**src/rtl/switch_bank_pkg.sv**
```systemverilog
// Shared defaults and types for the switch bank debouncer.
//   SB_NUM_CH          default channel count
//   SB_DEBOUNCE_LIMIT  default stable-cycle count before a level is accepted
//   SB_HOLD_LIMIT      default accepted-pressed cycles before a long press
//   ch_out_t           per-channel output bundle returned by debounce_channel
package switch_bank_pkg;

  localparam int SB_NUM_CH         = 4;
  localparam int SB_DEBOUNCE_LIMIT = 250000;   // 10 ms at 25 MHz
  localparam int SB_HOLD_LIMIT     = 25000000; // 1 s at 25 MHz

  typedef struct packed {
    logic sw;     // debounced level
    logic press;  // accepted 0->1 pulse
    logic rel;    // accepted 1->0 pulse
    logic led;    // LED drive
    logic lng;    // long-press pulse
  } ch_out_t;

endpackage

```
**src/rtl/switch_bank_debounce_channel.sv**
```systemverilog
// debounce_channel: one switch channel.
//   2-flop synchroniser -> mismatch counter -> debounced level with press /
//   release pulses, LED (follow or toggle-on-release), optional long press.
// Optional feature: define SWITCH_BANK_LONG_PRESS_EN to add the hold counter,
// the o_long pulse and suppression of the toggle on the release after it.
// Ports:
//   i_clk, i_rst    clock, synchronous active-high reset
//   i_sw            raw asynchronous switch level (1 = pressed)
//   i_toggle_mode   1 = LED toggles on release, 0 = LED follows level
//   o_q             ch_out_t bundle {sw, press, rel, led, lng}
module debounce_channel
  import switch_bank_pkg::*;
#(
  parameter int DEBOUNCE_LIMIT = SB_DEBOUNCE_LIMIT,
  parameter int HOLD_LIMIT     = SB_HOLD_LIMIT
) (
  input  logic    i_clk,
  input  logic    i_rst,
  input  logic    i_sw,
  input  logic    i_toggle_mode,
  output ch_out_t o_q
);

  localparam int CW = $clog2(DEBOUNCE_LIMIT);

  if (DEBOUNCE_LIMIT < 2) begin : g_bad_limit
    $error("DEBOUNCE_LIMIT must be >= 2");
  end
  if (HOLD_LIMIT <= DEBOUNCE_LIMIT) begin : g_bad_hold
    $error("HOLD_LIMIT must exceed DEBOUNCE_LIMIT");
  end

  logic [1:0]    sync_q;
  logic [CW-1:0] cnt_q;
  logic          sw_q, press_q, rel_q, led_q;
  logic          flip, rel_evt, toggle_ok, long_w;

  // The accepted level inverts on the cycle the counter has already seen
  // DEBOUNCE_LIMIT-1 mismatches and the mismatch still holds.
  assign flip    = (sync_q[1] != sw_q) && (cnt_q == CW'(DEBOUNCE_LIMIT - 1));
  assign rel_evt = flip & sw_q;

  always_ff @(posedge i_clk) begin
    if (i_rst) begin
      sync_q  <= '0;
      cnt_q   <= '0;
      sw_q    <= 1'b0;
      press_q <= 1'b0;
      rel_q   <= 1'b0;
      led_q   <= 1'b0;
    end else begin
      sync_q <= {sync_q[0], i_sw};
      if (sync_q[1] == sw_q || flip) cnt_q <= '0;
      else                           cnt_q <= cnt_q + 1'b1;
      if (flip) sw_q <= ~sw_q;
      press_q <= flip & ~sw_q;
      rel_q   <= rel_evt;
      // Follow mode tracks the next level so LED and o_sw change together;
      // toggle mode holds whatever value it inherited.
      if (!i_toggle_mode)           led_q <= flip ? ~sw_q : sw_q;
      else if (rel_evt && toggle_ok) led_q <= ~led_q;
    end
  end

`ifdef SWITCH_BANK_LONG_PRESS_EN
  localparam int HW = $clog2(HOLD_LIMIT + 1);

  logic [HW-1:0] hold_q;
  logic          long_q, long_seen_q, long_hit;

  // Counts cycles the accepted level is 1; saturates at HOLD_LIMIT so the
  // pulse fires once per press.
  assign long_hit  = sw_q && (hold_q == HW'(HOLD_LIMIT - 1));
  assign toggle_ok = ~long_seen_q;
  assign long_w    = long_q;

  always_ff @(posedge i_clk) begin
    if (i_rst) begin
      hold_q      <= '0;
      long_q      <= 1'b0;
      long_seen_q <= 1'b0;
    end else begin
      long_q <= long_hit;
      if (!sw_q)                       hold_q <= '0;
      else if (hold_q != HW'(HOLD_LIMIT)) hold_q <= hold_q + 1'b1;
      if (rel_evt)       long_seen_q <= 1'b0;
      else if (long_hit) long_seen_q <= 1'b1;
    end
  end
`else
  assign toggle_ok = 1'b1;
  assign long_w    = 1'b0;
`endif

  assign o_q = '{sw: sw_q, press: press_q, rel: rel_q, led: led_q, lng: long_w};

endmodule

```
**src/rtl/switch_bank_debounce.sv**
```systemverilog
// switch_bank_debounce: NUM_CH independent debounced switch channels.
// Optional feature macro: SWITCH_BANK_LONG_PRESS_EN (long-press detection).
// Ports:
//   i_clk, i_rst     clock, synchronous active-high reset
//   i_sw             raw switch levels, 1 = pressed
//   i_toggle_mode    per channel LED mode (1 = toggle on release)
//   o_sw             debounced levels
//   o_press          one-cycle pulse on accepted 0->1
//   o_release        one-cycle pulse on accepted 1->0
//   o_led            LED drive
//   o_long           one-cycle long-press pulse (0 without the feature)
module switch_bank_debounce
  import switch_bank_pkg::*;
#(
  parameter int NUM_CH         = SB_NUM_CH,
  parameter int DEBOUNCE_LIMIT = SB_DEBOUNCE_LIMIT,
  parameter int HOLD_LIMIT     = SB_HOLD_LIMIT
) (
  input  logic              i_clk,
  input  logic              i_rst,
  input  logic [NUM_CH-1:0] i_sw,
  input  logic [NUM_CH-1:0] i_toggle_mode,
  output logic [NUM_CH-1:0] o_sw,
  output logic [NUM_CH-1:0] o_press,
  output logic [NUM_CH-1:0] o_release,
  output logic [NUM_CH-1:0] o_led,
  output logic [NUM_CH-1:0] o_long
);

  if (NUM_CH < 1 || NUM_CH > 32) begin : g_bad_num_ch
    $error("NUM_CH must be in 1..32");
  end

  for (genvar g = 0; g < NUM_CH; g++) begin : g_ch
    ch_out_t q;
    debounce_channel #(
      .DEBOUNCE_LIMIT (DEBOUNCE_LIMIT),
      .HOLD_LIMIT     (HOLD_LIMIT)
    ) u_ch (
      .i_clk         (i_clk),
      .i_rst         (i_rst),
      .i_sw          (i_sw[g]),
      .i_toggle_mode (i_toggle_mode[g]),
      .o_q           (q)
    );
    assign o_sw[g]      = q.sw;
    assign o_press[g]   = q.press;
    assign o_release[g] = q.rel;
    assign o_led[g]     = q.led;
    assign o_long[g]    = q.lng;
  end

endmodule
```
**config.mk**
```make
export PLATFORM = sky130hd
export DESIGN_NAME = switch_bank_debounce
export DESIGN_NICKNAME = d
export VERILOG_FILES = /design/src/rtl/switch_bank_pkg.sv /design/src/rtl/switch_bank_debounce_channel.sv /design/src/rtl/switch_bank_debounce.sv
export SDC_FILE = /design/constraint.sdc
export NUM_CORES = 1
export LEC_CHECK = 0
export BUFFER_PORTS_ARGS = -buffer_cell sky130_fd_sc_hd__buf_2
export CAP_MARGIN = 20
export CORE_MARGIN = 5
export CORE_UTILIZATION = 54
export CTS_CLUSTER_DIAMETER = 200
export CTS_CLUSTER_SIZE = 40
export DETAILED_ROUTE_END_ITERATION = 10
export PLACE_DENSITY = 0.81
export SLEW_MARGIN = 20
export SYNTH_ARGS = -nofsm -noshare
export SYNTH_HDL_FRONTEND = slang
export SYNTH_SLANG_ARGS = --single-unit
```
**constraint.sdc**
```tcl
create_clock -name i_clk -period 1.8 [get_ports i_clk]
set_input_delay 0.36 -clock i_clk [delete_from_list [all_inputs] [get_ports i_clk]]
set_output_delay 0.36 -clock i_clk [all_outputs]
set_load 0.05 [all_outputs]
```
Word level (Yosys, flattened, before mapping)
Index checks and enable logic that the tools add are counted.
W data, S select, Z words.

word-level totals
  register bits after elaboration = 96
  input bits = 10
  output and inout port bits = 20
  word-level logic and storage cells = 84

operators by class
  $add $sub $neg = 4
  equality and inequality tests = 16
  multiplexer cells = 12
  bitwise gates (word level) = 16
  reduce and logical (&&, ||, !) cells = 12

operator list
  operator                 number
  $add A18 B1 Y18 const B  4
  $eq A18 B18 Y1 const B   4
  $mux W1                  12
  $and A1 B1 Y1            8
  $ne A2 B1 Y1 const B     4
  $not A1 Y1               8
  $reduce_or A2 Y1         4
  $eq A1 B1 Y1             4
  $logic_and A1 B1 Y1      4
  $logic_or A1 B1 Y1       4
  $ne A1 B1 Y1             4

Depth between registers and ports, before layout
  depth after elaboration = 5
  gate-level depth with buffers = 7
  mapped depth without buffers = 6

Hierarchy
From an unflattened synthesis, not the netlist that was laid out.

second synthesis, totals
  cells, all modules = 504
  area total of the unflattened synthesis = 4,564.4 um2

by module, submodules not included
  module            times used  cells an instance  area an instance (um2)
  debounce_channel  4           126                1,141.1

Worst setup path after synthesis
No wires, ideal clock.

  path kind = reg2reg
  from = register g_ch[2].u_ch.cnt_q[6]
  to = register g_ch[2].u_ch.led_q
  arrival = 1.731 ns
  required time = 1.684 ns
  path slack = -0.047 ns
  cell stages (with the launch flop) = 6
  clock period less this slack = 1.847 ns
  cells stage by stage = dfxtp_1 -> or4b_4 -> nor4_4 -> nand4_4 -> a211o_1 -> and4_1

on the way
  word-level cells in the longest chain between the ends = 4
  elaborated cells on any way between the ends = 6
  those cells by class = eq/ne (2); mux (2); bitwise (1); reduce/logical (1)

RTL lines
  what                                                             RTL line                                                                RTL
  start, declared                                                  switch_bank_debounce_channel.sv:34                                      logic [CW-1:0] cnt_q;
  start signal, assigned                                           switch_bank_debounce_channel.sv:54                                      else cnt_q <= cnt_q + 1'b1;
  $eq A18 B18 Y1 (*)                                               switch_bank_debounce_channel.sv:40                                      assign flip = (sync_q[1] != sw_q) && (cnt_q == CW'(DEBOUNCE_LIMIT - 1));
  $logic_and A1 B1 Y1 (*)                                          switch_bank_debounce_channel.sv:40
  $and A1 B1 Y1 / $mux W1 (equally long branches)                  switch_bank_debounce_channel.sv:41, switch_bank_debounce_channel.sv:60
  $ne A2 B1 Y1 (no source line) / $mux W1 (equally long branches)  n/a
  end signal, assigned                                             switch_bank_debounce_channel.sv:60                                      if (!i_toggle_mode) led_q <= flip ? ~sw_q : sw_q;
  end signal, assigned                                             switch_bank_debounce_channel.sv:61                                      else if (rel_evt && toggle_ok) led_q <= ~led_q;
  end, declared                                                    switch_bank_debounce_channel.sv:35                                      logic sw_q, press_q, rel_q, led_q;

Every way passes the cells marked *; elsewhere a longest branch is shown, timed or not.
A chain may end at the register's enable or synchronous reset.

Final worst setup path
Ends and elaborated chain as after synthesis.

==> metrics <==
status finished clean; vias per cell 5.14; Remaining Overflow, GRT 0; Combinational Power Share 0.026; Root Driver clkbuf_8; Post-synth EDFFs 0; GPL Wtd Cong about 0.80; fin nets 505; # clock sinks 96; CTS tree done; minimum clock period 1.77 ns; clk slew on worst S/H paths ~0.08 ns; multi-input logic area 2060 um^2; io pins 30; P_leak between 0.0015 and 0.002 uW; Setup CP Type register to register; synth top area cells dfxtp_1, nor2_1, xor2_1; global-route wire length before repair 13000 um; hold crit path type input pin to register; Peak Freq between 500 and 600 MHz; row cnt 32; synthesized area 4140 um^2; Critical Path Fanout Max 5; fill count 632; CP required 2.06 ns; max-capacitance violation count 0; Sw Ratio 0.228; die area 9530 um^2; post-route clock skew between 0.01 and 0.015 ns; largest net degree at the start of global routing 18; setup repair after global routing missed its margin yes; drt first pass iters 4; Synth Flop Type dfxtp_1; Finish-stage setup viols 0; Synth async-reset ratio 0; yosys synthesis warning count 0; worst slack at placement 0.0134 ns; Power Total around 3600 uW; Mean Syn Cell Area ~9.0 um^2; Std-Cell Core Area ~7600 um^2; layout cells sized above 1 0.143; port bufs 25; worst skew pair latency between 0.3 and 0.4 ns; register area share after synthesis 0.464; total track usage 0.163; post-synth top area cell dfxtp_1; commonest cells in the netlist dfxtp_1, nor2_1, xor2_1; Seq. cell area 1920 um^2; Startpoint Class register; pins over their slew limit 0; Starting Density 0.545; routed vias just over 3000; PnR worst setup slack 0.0255 ns; Hold Vio Cnt, Final 0; final critical-path share of the clock period 0.986; die extent in x 97.6 um; setup_tns 0 ns; synth-to-layout area growth 11.7%; arrival time at the worst endpoint a little over 2 ns; pwr/cell area 787 nW/um^2; CP endpoint kind register; ANT nets after route 0; Post-Syn Instances 460; DRC Markers 0; initial antenna violation count 0; sequential share of power 0.589; ANT cells 0; cts hold-fix bufs 0; final WL 7580 um; top cell type's share of synthesized area 0.464; Max clock buf depth 2; clock power share 0.385; register bit total from synthesis between 90 and 100; First DRT Iteration DRCs 111; Psw 831 uW; Die H 97.6 um; total CTS buffers 9; Pint around 2800 uW; peak supply drop 0.000506 V; # H-tree levels 3; wire per inst 12.7 um; vias in the first global route about 3000; Detailed Place HPWL 5230 um; most common cell in the synthesized netlist dfxtp_1; Cell variety after synth 35
-- through the flow --
step / hold slack (ns) / util / instances / area (um^2)
after CTS: 0.194 / 0.603 / 597 / 4590
after global routing: 0.213 / 0.609 / 598 / 4630
after global placement: 0.424 / 0.576 / 580 / 4380
after floorplan: 0.413 / - / 463 / 4160
after detailed placement: 0.429 / 0.576 / 580 / 4380
final: 0.206 / 0.609 / 598 / 4630
-- area by class of cell --
type / instances / share of cell area
clock buffers: 10 / 0.0276
clock inverters: 6 / 0.0146
inverters: 7 / 0.00567
multi-input cells: 331 / 0.445
flip-flops and latches: 96 / 0.415
well taps: 102 / 0.0276
repair buffers: 46 / 0.0646
-- metal layers --
metal  part of all wire  track usage
met5                  0            0
met4              0.017       0.0650
met3              0.035       0.0424
met2               0.47        0.266
met1               0.47        0.205
-- critical path: stages (launching register included) --
cell     delay, ns
dfxtp_2       0.34
or4b_4        0.54
nor4_4        0.18
nand4_4       0.18
a211o_1       0.25
and4_1        0.18
-- worst paths after layout --
| check | from | to | slack (ns) | cells after the start |
|---|---|---|---|---|
| setup / recovery | g_ch[2].u_ch.cnt_q[6]$_SDFF_PP0_ | g_ch[2].u_ch.led_q$_SDFFE_PP0P_ | 0.03 | 5 |
| hold / removal | i_sw[2] | g_ch[2].u_ch.sync_q[0]$_SDFF_PP0_ | 0.21 | 2 |
| setup reg to reg | g_ch[2].u_ch.cnt_q[6]$_SDFF_PP0_ | g_ch[2].u_ch.led_q$_SDFFE_PP0P_ | 0.03 | 5 |
| hold reg to reg | g_ch[2].u_ch.sync_q[0]$_SDFF_PP0_ | g_ch[2].u_ch.sync_q[1]$_SDFF_PP0_ | 0.45 | 1 |
-- power by group through the flow --
stage / clock network, uW / logic (uW) / registers [uW]
final: 1400 / 96.4 / 2150
after global routing: 1530 / 106 / 2150
after CTS: 1430 / 94.4 / 2150
after detailed placement: 0 / 93.6 / 2200
after global placement: 0 / 90.9 / 2190
after floorplan: 0 / 71.2 / 2190
-- registers in the layout (all words and copies together) (netlist names) --
signal,cells
g_ch.u_ch.cnt_q,72
g_ch.u_ch.sync_q,8
g_ch.u_ch.led_q,4
g_ch.u_ch.press_q,4
g_ch.u_ch.rel_q,4
g_ch.u_ch.sw_q,4
-- kinds of logic (layout without fill, tap and decap cells) --
kind of cell | after synthesis | after routing | share of synthesized area
flip-flops | 96 | 96 | 0.464
AND/OR/NAND/NOR | 236 | 236 | 0.293
adder cells (fa/ha/maj) | 4 | 4 | 0.0121
AO/OA/AOI/OAI | 16 | 16 | 0.0275
other | 1 | 4 | 0.000905
multiplexers | 3 | 3 | 0.00725
buffers and inverters | 36 | 69 | 0.0516
XOR/XNOR | 68 | 68 | 0.144
-- cell usage in the layout, fill, tap and decap left out, drive strengths merged --
master	synthesis	routed
mux2i	3	3
and3	15	15
or4b	1	1
o21ai	4	4
nor2b	10	10
nor4b	10	10
and2	1	1
and4	6	6
a211o	4	4
and4b	1	1
xor2	39	39
conb	1	4
nor3b	2	2
xnor2	29	29
o2111a	3	3
ha	4	4
clkbuf	6	10
clkinv	1	2
nand2	26	26
a21oi	5	5
nand3	30	30
clkinvlp	0	2
nor3	8	8
nand4	21	21
nor2	94	94
nand2b	2	2
nor4	7	7
inv	6	8
or2	2	2
buf	23	46
dfxtp	96	96
bufinv	0	1
-- repair_timing --
item                                   CTS  global route
endpoints found under the hold margin    0             0
setup buffers                            1             1
gates resized for setup                  2             6
pin swaps                                3             3
setup endpoints to repair                1            58
Note: power is estimated with default switching activity, not from simulation.
